===== src/rtl/msf_encoder.sv =====
// -----------------------------------------------------------------------------
// msf_encoder
//
// Builds the MSF carrier on/off sample stream from one data word per second.
// Each second is SPS samples long. A sample of 1 means carrier on and a sample
// of 0 means carrier off. The block is used as an on-chip test-pattern source
// and as loopback stimulus for the second decoder / sampler chain.
//
// Second words arrive through a one-entry valid/ready buffer ("pending"). At
// every second boundary (a sample tick while idx == 0) the pending word, if
// one is present, becomes the active word for that whole second. If nothing
// is pending, the second is transmitted as an idle second (carrier on
// throughout) and underrun_o is flagged on its first sample.
//
// Ports
//   clk_i           in   clock
//   rst_ni          in   asynchronous active-low reset
//   sample_tick_i   in   one-cycle strobe per sample period
//   sec_valid_i     in   second word offered
//   sec_ready_o     out  pending buffer is empty (registered)
//   sec_is_00_i     in   word is second 00 (minute marker); A/B ignored
//   sec_data_i      in   {B, A} data bits of the second
//   sample_valid_o  out  one-cycle pulse, new sample on sample_data_o
//   sample_data_o   out  carrier state, held between pulses
//   sec_start_o     out  pulses with the sample at index 0
//   underrun_o      out  pulses at index 0 when no word was pending
// -----------------------------------------------------------------------------
module msf_encoder #(
    parameter int SPS = 10
) (
    input  logic       clk_i,
    input  logic       rst_ni,
    input  logic       sample_tick_i,
    input  logic       sec_valid_i,
    output logic       sec_ready_o,
    input  logic       sec_is_00_i,
    input  logic [1:0] sec_data_i,
    output logic       sample_valid_o,
    output logic       sample_data_o,
    output logic       sec_start_o,
    output logic       underrun_o
);

    localparam logic [3:0] IDX_LAST = 4'(SPS - 1);

    // IDLE: no word active, every sample is carrier-on.
    // BUSY: a word was loaded at the last boundary and shapes this second.
    typedef enum logic {
        ST_IDLE = 1'b0,
        ST_BUSY = 1'b1
    } state_t;

    state_t     state_q, state_d;
    logic [3:0] idx_q, idx_d;

    logic       pend_full_q, pend_full_d;
    logic       pend_is00_q, pend_is00_d;
    logic [1:0] pend_data_q, pend_data_d;

    logic       act_is00_q, act_is00_d;
    logic [1:0] act_data_q, act_data_d;

    logic       ready_q, ready_d;
    logic       smp_valid_q, smp_valid_d;
    logic       smp_data_q, smp_data_d;
    logic       start_q, start_d;
    logic       underrun_q, underrun_d;

    logic       xfer;
    logic       boundary;

    // Carrier state for sample k of a second.
    //   marker : off for the first five samples, then on
    //   data   : k=0 off, k=1 ~A, k=2 ~B, then on
    //   idle   : always on
    function automatic logic sample_value(input logic       busy,
                                          input logic       is00,
                                          input logic [1:0] data,
                                          input logic [3:0] k);
        logic v;
        v = 1'b1;
        if (busy) begin
            if (is00) begin
                v = (k >= 4'd5);
            end else begin
                case (k)
                    4'd0:    v = 1'b0;
                    4'd1:    v = ~data[0];
                    4'd2:    v = ~data[1];
                    default: v = 1'b1;
                endcase
            end
        end
        return v;
    endfunction

    assign xfer     = sec_valid_i && ready_q;
    assign boundary = sample_tick_i && (idx_q == 4'd0);

    always_comb begin
        state_d     = state_q;
        idx_d       = idx_q;
        pend_full_d = pend_full_q;
        pend_is00_d = pend_is00_q;
        pend_data_d = pend_data_q;
        act_is00_d  = act_is00_q;
        act_data_d  = act_data_q;
        smp_valid_d = 1'b0;
        smp_data_d  = smp_data_q;
        start_d     = 1'b0;
        underrun_d  = 1'b0;

        if (sample_tick_i) begin
            idx_d = (idx_q == IDX_LAST) ? 4'd0 : idx_q + 4'd1;
        end

        if (boundary) begin
            if (pend_full_q) begin
                state_d     = ST_BUSY;
                act_is00_d  = pend_is00_q;
                act_data_d  = pend_data_q;
                pend_full_d = 1'b0;
            end else begin
                state_d     = ST_IDLE;
            end
        end

        // Transfers only happen while the buffer is empty, so this can never
        // overwrite a word being promoted above. A transfer on an empty
        // boundary waits in pending for the following boundary.
        if (xfer) begin
            pend_full_d = 1'b1;
            pend_is00_d = sec_is_00_i;
            pend_data_d = sec_data_i;
        end

        ready_d = !pend_full_d;

        // The next-state active word is used so that sample 0 already
        // reflects the word promoted at this boundary.
        if (sample_tick_i) begin
            smp_valid_d = 1'b1;
            smp_data_d  = sample_value(state_d == ST_BUSY, act_is00_d,
                                       act_data_d, idx_q);
            start_d     = (idx_q == 4'd0);
            underrun_d  = boundary && !pend_full_q;
        end
    end

    always_ff @(posedge clk_i or negedge rst_ni) begin
        if (!rst_ni) begin
            state_q     <= ST_IDLE;
            idx_q       <= 4'd0;
            pend_full_q <= 1'b0;
            pend_is00_q <= 1'b0;
            pend_data_q <= 2'b00;
            act_is00_q  <= 1'b0;
            act_data_q  <= 2'b00;
            ready_q     <= 1'b1;
            smp_valid_q <= 1'b0;
            smp_data_q  <= 1'b1;
            start_q     <= 1'b0;
            underrun_q  <= 1'b0;
        end else begin
            state_q     <= state_d;
            idx_q       <= idx_d;
            pend_full_q <= pend_full_d;
            pend_is00_q <= pend_is00_d;
            pend_data_q <= pend_data_d;
            act_is00_q  <= act_is00_d;
            act_data_q  <= act_data_d;
            ready_q     <= ready_d;
            smp_valid_q <= smp_valid_d;
            smp_data_q  <= smp_data_d;
            start_q     <= start_d;
            underrun_q  <= underrun_d;
        end
    end

    assign sec_ready_o    = ready_q;
    assign sample_valid_o = smp_valid_q;
    assign sample_data_o  = smp_data_q;
    assign sec_start_o    = start_q;
    assign underrun_o     = underrun_q;

endmodule

===== config.mk =====
export PLATFORM = sky130hd
export DESIGN_NAME = msf_encoder
export DESIGN_NICKNAME = d
export VERILOG_FILES = /design/src/rtl/msf_encoder.sv
export SDC_FILE = /design/constraint.sdc
export NUM_CORES = 1
export LEC_CHECK = 0
export CORE_MARGIN = 2
export CORE_UTILIZATION = 37
export DETAILED_ROUTE_END_ITERATION = 10
export DONT_BUFFER_PORTS = 1
export GPL_TIMING_DRIVEN = 0
export PLACE_DENSITY_LB_ADDON = 0.2
export REMOVE_ABC_BUFFERS = 1
export SETUP_SLACK_MARGIN = 0.4
export SYNTH_ARGS = -nofsm -noshare
export SYNTH_HDL_FRONTEND = slang
export SYNTH_SLANG_ARGS = --single-unit

===== constraint.sdc =====
create_clock -name clk_i -period 2.3 [get_ports clk_i]
set_clock_uncertainty 0.15 [all_clocks]
set_input_delay 0.23 -clock clk_i [delete_from_list [all_inputs] [get_ports clk_i]]
set_output_delay 0.23 -clock clk_i [all_outputs]
set_load 0.02 [all_outputs]

==> flow_summary.toml <==
[cts]
clk_pin_slew_ps = 100
cts-buffers-inserted = 3
cts_buffer_depth = 2
worstSkewPairLatency_ps = 280
cts_sinks = 17
cts_resized = 0
cts_root_buffer = "clkbuf_4"
htreeDepth = 1
cts_tree = "yes"

[grt]
grt_pass1_wl_um = 1980
grt_overflow = 0
grt_start_max_net_pins = 18
grt_usage_pct = 11.4
grt_pass1_vias = 422
antenna_found_initial = 0

[power_and_ir_drop]
p_int_mw = 0.669
power-per-cell-area_nw_per_um2 = 1210
power.share.clock_pct = 14.8
ir_drop_v = 0.000859
power_switching_mw = 0.348
p_sw_share_pct = 34.2
finalPower_mw = 1.02
p_comb_share_pct = 28.2
p_leak_nw = 0.378
p_seq_share_pct = 57.0

[critical_path]
cp_cell_sequence = "nor4_4 > buf_4 > a21bo_2 > a211o_1 > a311o_1"
path_class = "flip-flop to flip-flop"
r2r_setup_slack_ps = 490
critical_path_required_ps = 2360
critPathLaunchType = "flip-flop"
crit_path_max_fanout = 9
crit_path_top_delay_cell = "dfrtp_1"
slowest_delay_ps = 530
worstSetupEndpointType = "flip-flop"
arrival_ps = 1870

[floorplanning]
dieArea_um2 = 2390
row_count = 16
die_w_um = 48.9
io_pins = 12
die_h_um = 48.9
start_util_pct = 38.8
core-area_um2 = 1920

[finish]
drive_gt1_share_pct = 24.3
final_nets = 78
final_cell_mix = "dfrtp_1 (15), nand2_1 (8), dlygate4sd3_1 (5), mux2_2 (4)"
final_common_cell = "dfrtp_1"
antennaDiodeCount = 0
syn2layout_area_growth_pct = 12.9

[timing]
fin_crit_ps = 1810
post-route-period-util_pct = 78.6
rsz0062_at_grt = "false"
setup_violations = 0
fmaxAchievable_mhz = 553
maxSlewViolCount = 0
finalHoldViolCount = 0
fin_tns_setup_ps = 0
relSlewSlack_pct = 51.6
tightest_slew_ps = 723

[route]
drt-total-wl_um = 1060
dr.pass1.iters = 2
wl_per_cell_um = 10.9
via_per_inst = 4.77
ant_nets = 0
via_count = 463
drcViolationCount = 0
drt_iter0_drc = 6

[job]
cap_viol_max_count = 0

[synth]
synth_area_um2 = 746
synthCells = 62
async_flop_share_pct = 100
synth_area_leader_cell = "dfrtp_1"
synth_edf_count = 0
synth_top_area_share_pct = 50.3
synth-seq-cells = 17
yosys-top-cells-area = "dfrtp_1 (50%), dfstp_2 (7.0%), mux2_2 (6.0%), nand2_1 (4.0%), buf_6 (3.0%)"
synthFlopType = "dfrtp_1"
yosysSeqAreaShare_pct = 57.4
synth_cell_type_count = 27
synth_warnings = 0
avgSynthCellArea_um2 = 12.0

[place]
port_buffers = 0
dp_hpwl_um = 778
routabilityCongestion = 0.692

[outcome]
status = "finished clean"

[worst_hold_path]
hold_class = "input pin to flip-flop"
## per-layer routing
metal,vias to the layer above,global-route usage [%],share of wire (%)
met5,-,0,0
met4,0,5.71,1.7
met3,2,5.52,5.8
met2,14,16.2,41
met1,214,14.4,51
li1,233,-,-
## kinds of logic (layout without fill, tap and decap cells)
kind of cell | Yosys count | in the layout | share of synthesized area [%]
AOI/OAI and AO/OA | 11 | 11 | 10.7
buffers and inverters | 5 | 13 | 4.53
and+or+nand+nor | 23 | 23 | 19.0
DFF | 17 | 17 | 57.4
muxes | 4 | 4 | 6.04
xor gates and xnor gates | 2 | 2 | 2.35
## worst max-delay path: cells and delay by family, from the launching register on
family | cells | cell delay, ps
compound gates | 3 | 830
flops | 1 | 530
buf+inv | 1 | 150
simple gates | 1 | 70
## power groups by stage
stage / Sequential [mW] / Clock, mW / Combinational, mW
finish: 0.580 / 0.151 / 0.287
global route: 0.606 / 0.177 / 0.331
CTS: 0.583 / 0.161 / 0.283
detailed placement: 0.589 / 0 / 0.269
global placement: 0.587 / 0 / 0.262
floorplan: 0.562 / 0 / 0.238
## Yosys cell counts, types with 2 or more instances
library cell and count:
a21o_1 2, and2_2 2, buf_6 2, dfrtp_1 15, dfstp_2 2, inv_1 3
mux2_2 4, nand2_1 8, nor2_1 2, nor2b_1 3, o21ai_0 3
## timing repair
action	CTS	global route
hold endpoints to repair	26	0
hold buffers	5	0
endpoints found under the setup margin	0	1
setup buffers	0	1
## worst paths after layout
| check | from | end | cells past startpoint |
|---|---|---|---|
| worst max-delay path | idx_q[1] | sample_data_o | 5 |
| worst min-delay path | sec_valid_i | pend_full_q | 2 |
| worst max register to register | idx_q[1] | sample_data_o | 5 |
| worst min register to register | pend_full_q | underrun_o | 1 |
| max in group asynchronous | rst_ni | idx_q[0] | 1 |
| min in group asynchronous | rst_ni | underrun_o | 1 |
## stage by stage
stage	hold WS [ps]	worst slack, ps	area [µm²]	utilization, %	std cells
final	16.0	492	842	43.8	97
after CTS	10.1	433	835	43.4	96
after floorplan	-216	573	723	-	60
after global routing	36.4	416	842	43.8	97
after global placement	-215	471	757	39.4	87
after detailed placement	-215	472	757	39.4	87
## cell type report
class                      count  area [µm²]
inverter                       3        11.3
clock buffer                   3        22.5
timing repair buffer           6        57.6
sequential                    17         428
tap                           27        33.8
fill                         197        1080
clock inverter                 1        5.00
multi-input combinational     40         284
## sequential cells by signal, indices dropped and copies added, names as in the netlist
register and count:
sec_ready_o 1, sec_start_o 1, act_is00_q 1, underrun_o 1, pend_data_q 2, act_data_q 2
sample_valid_o 1, idx_q 4, sample_data_o 1, pend_full_q 1, pend_is00_q 1, state_q 1
No activity file was read; power rests on OpenSTA's default activity.
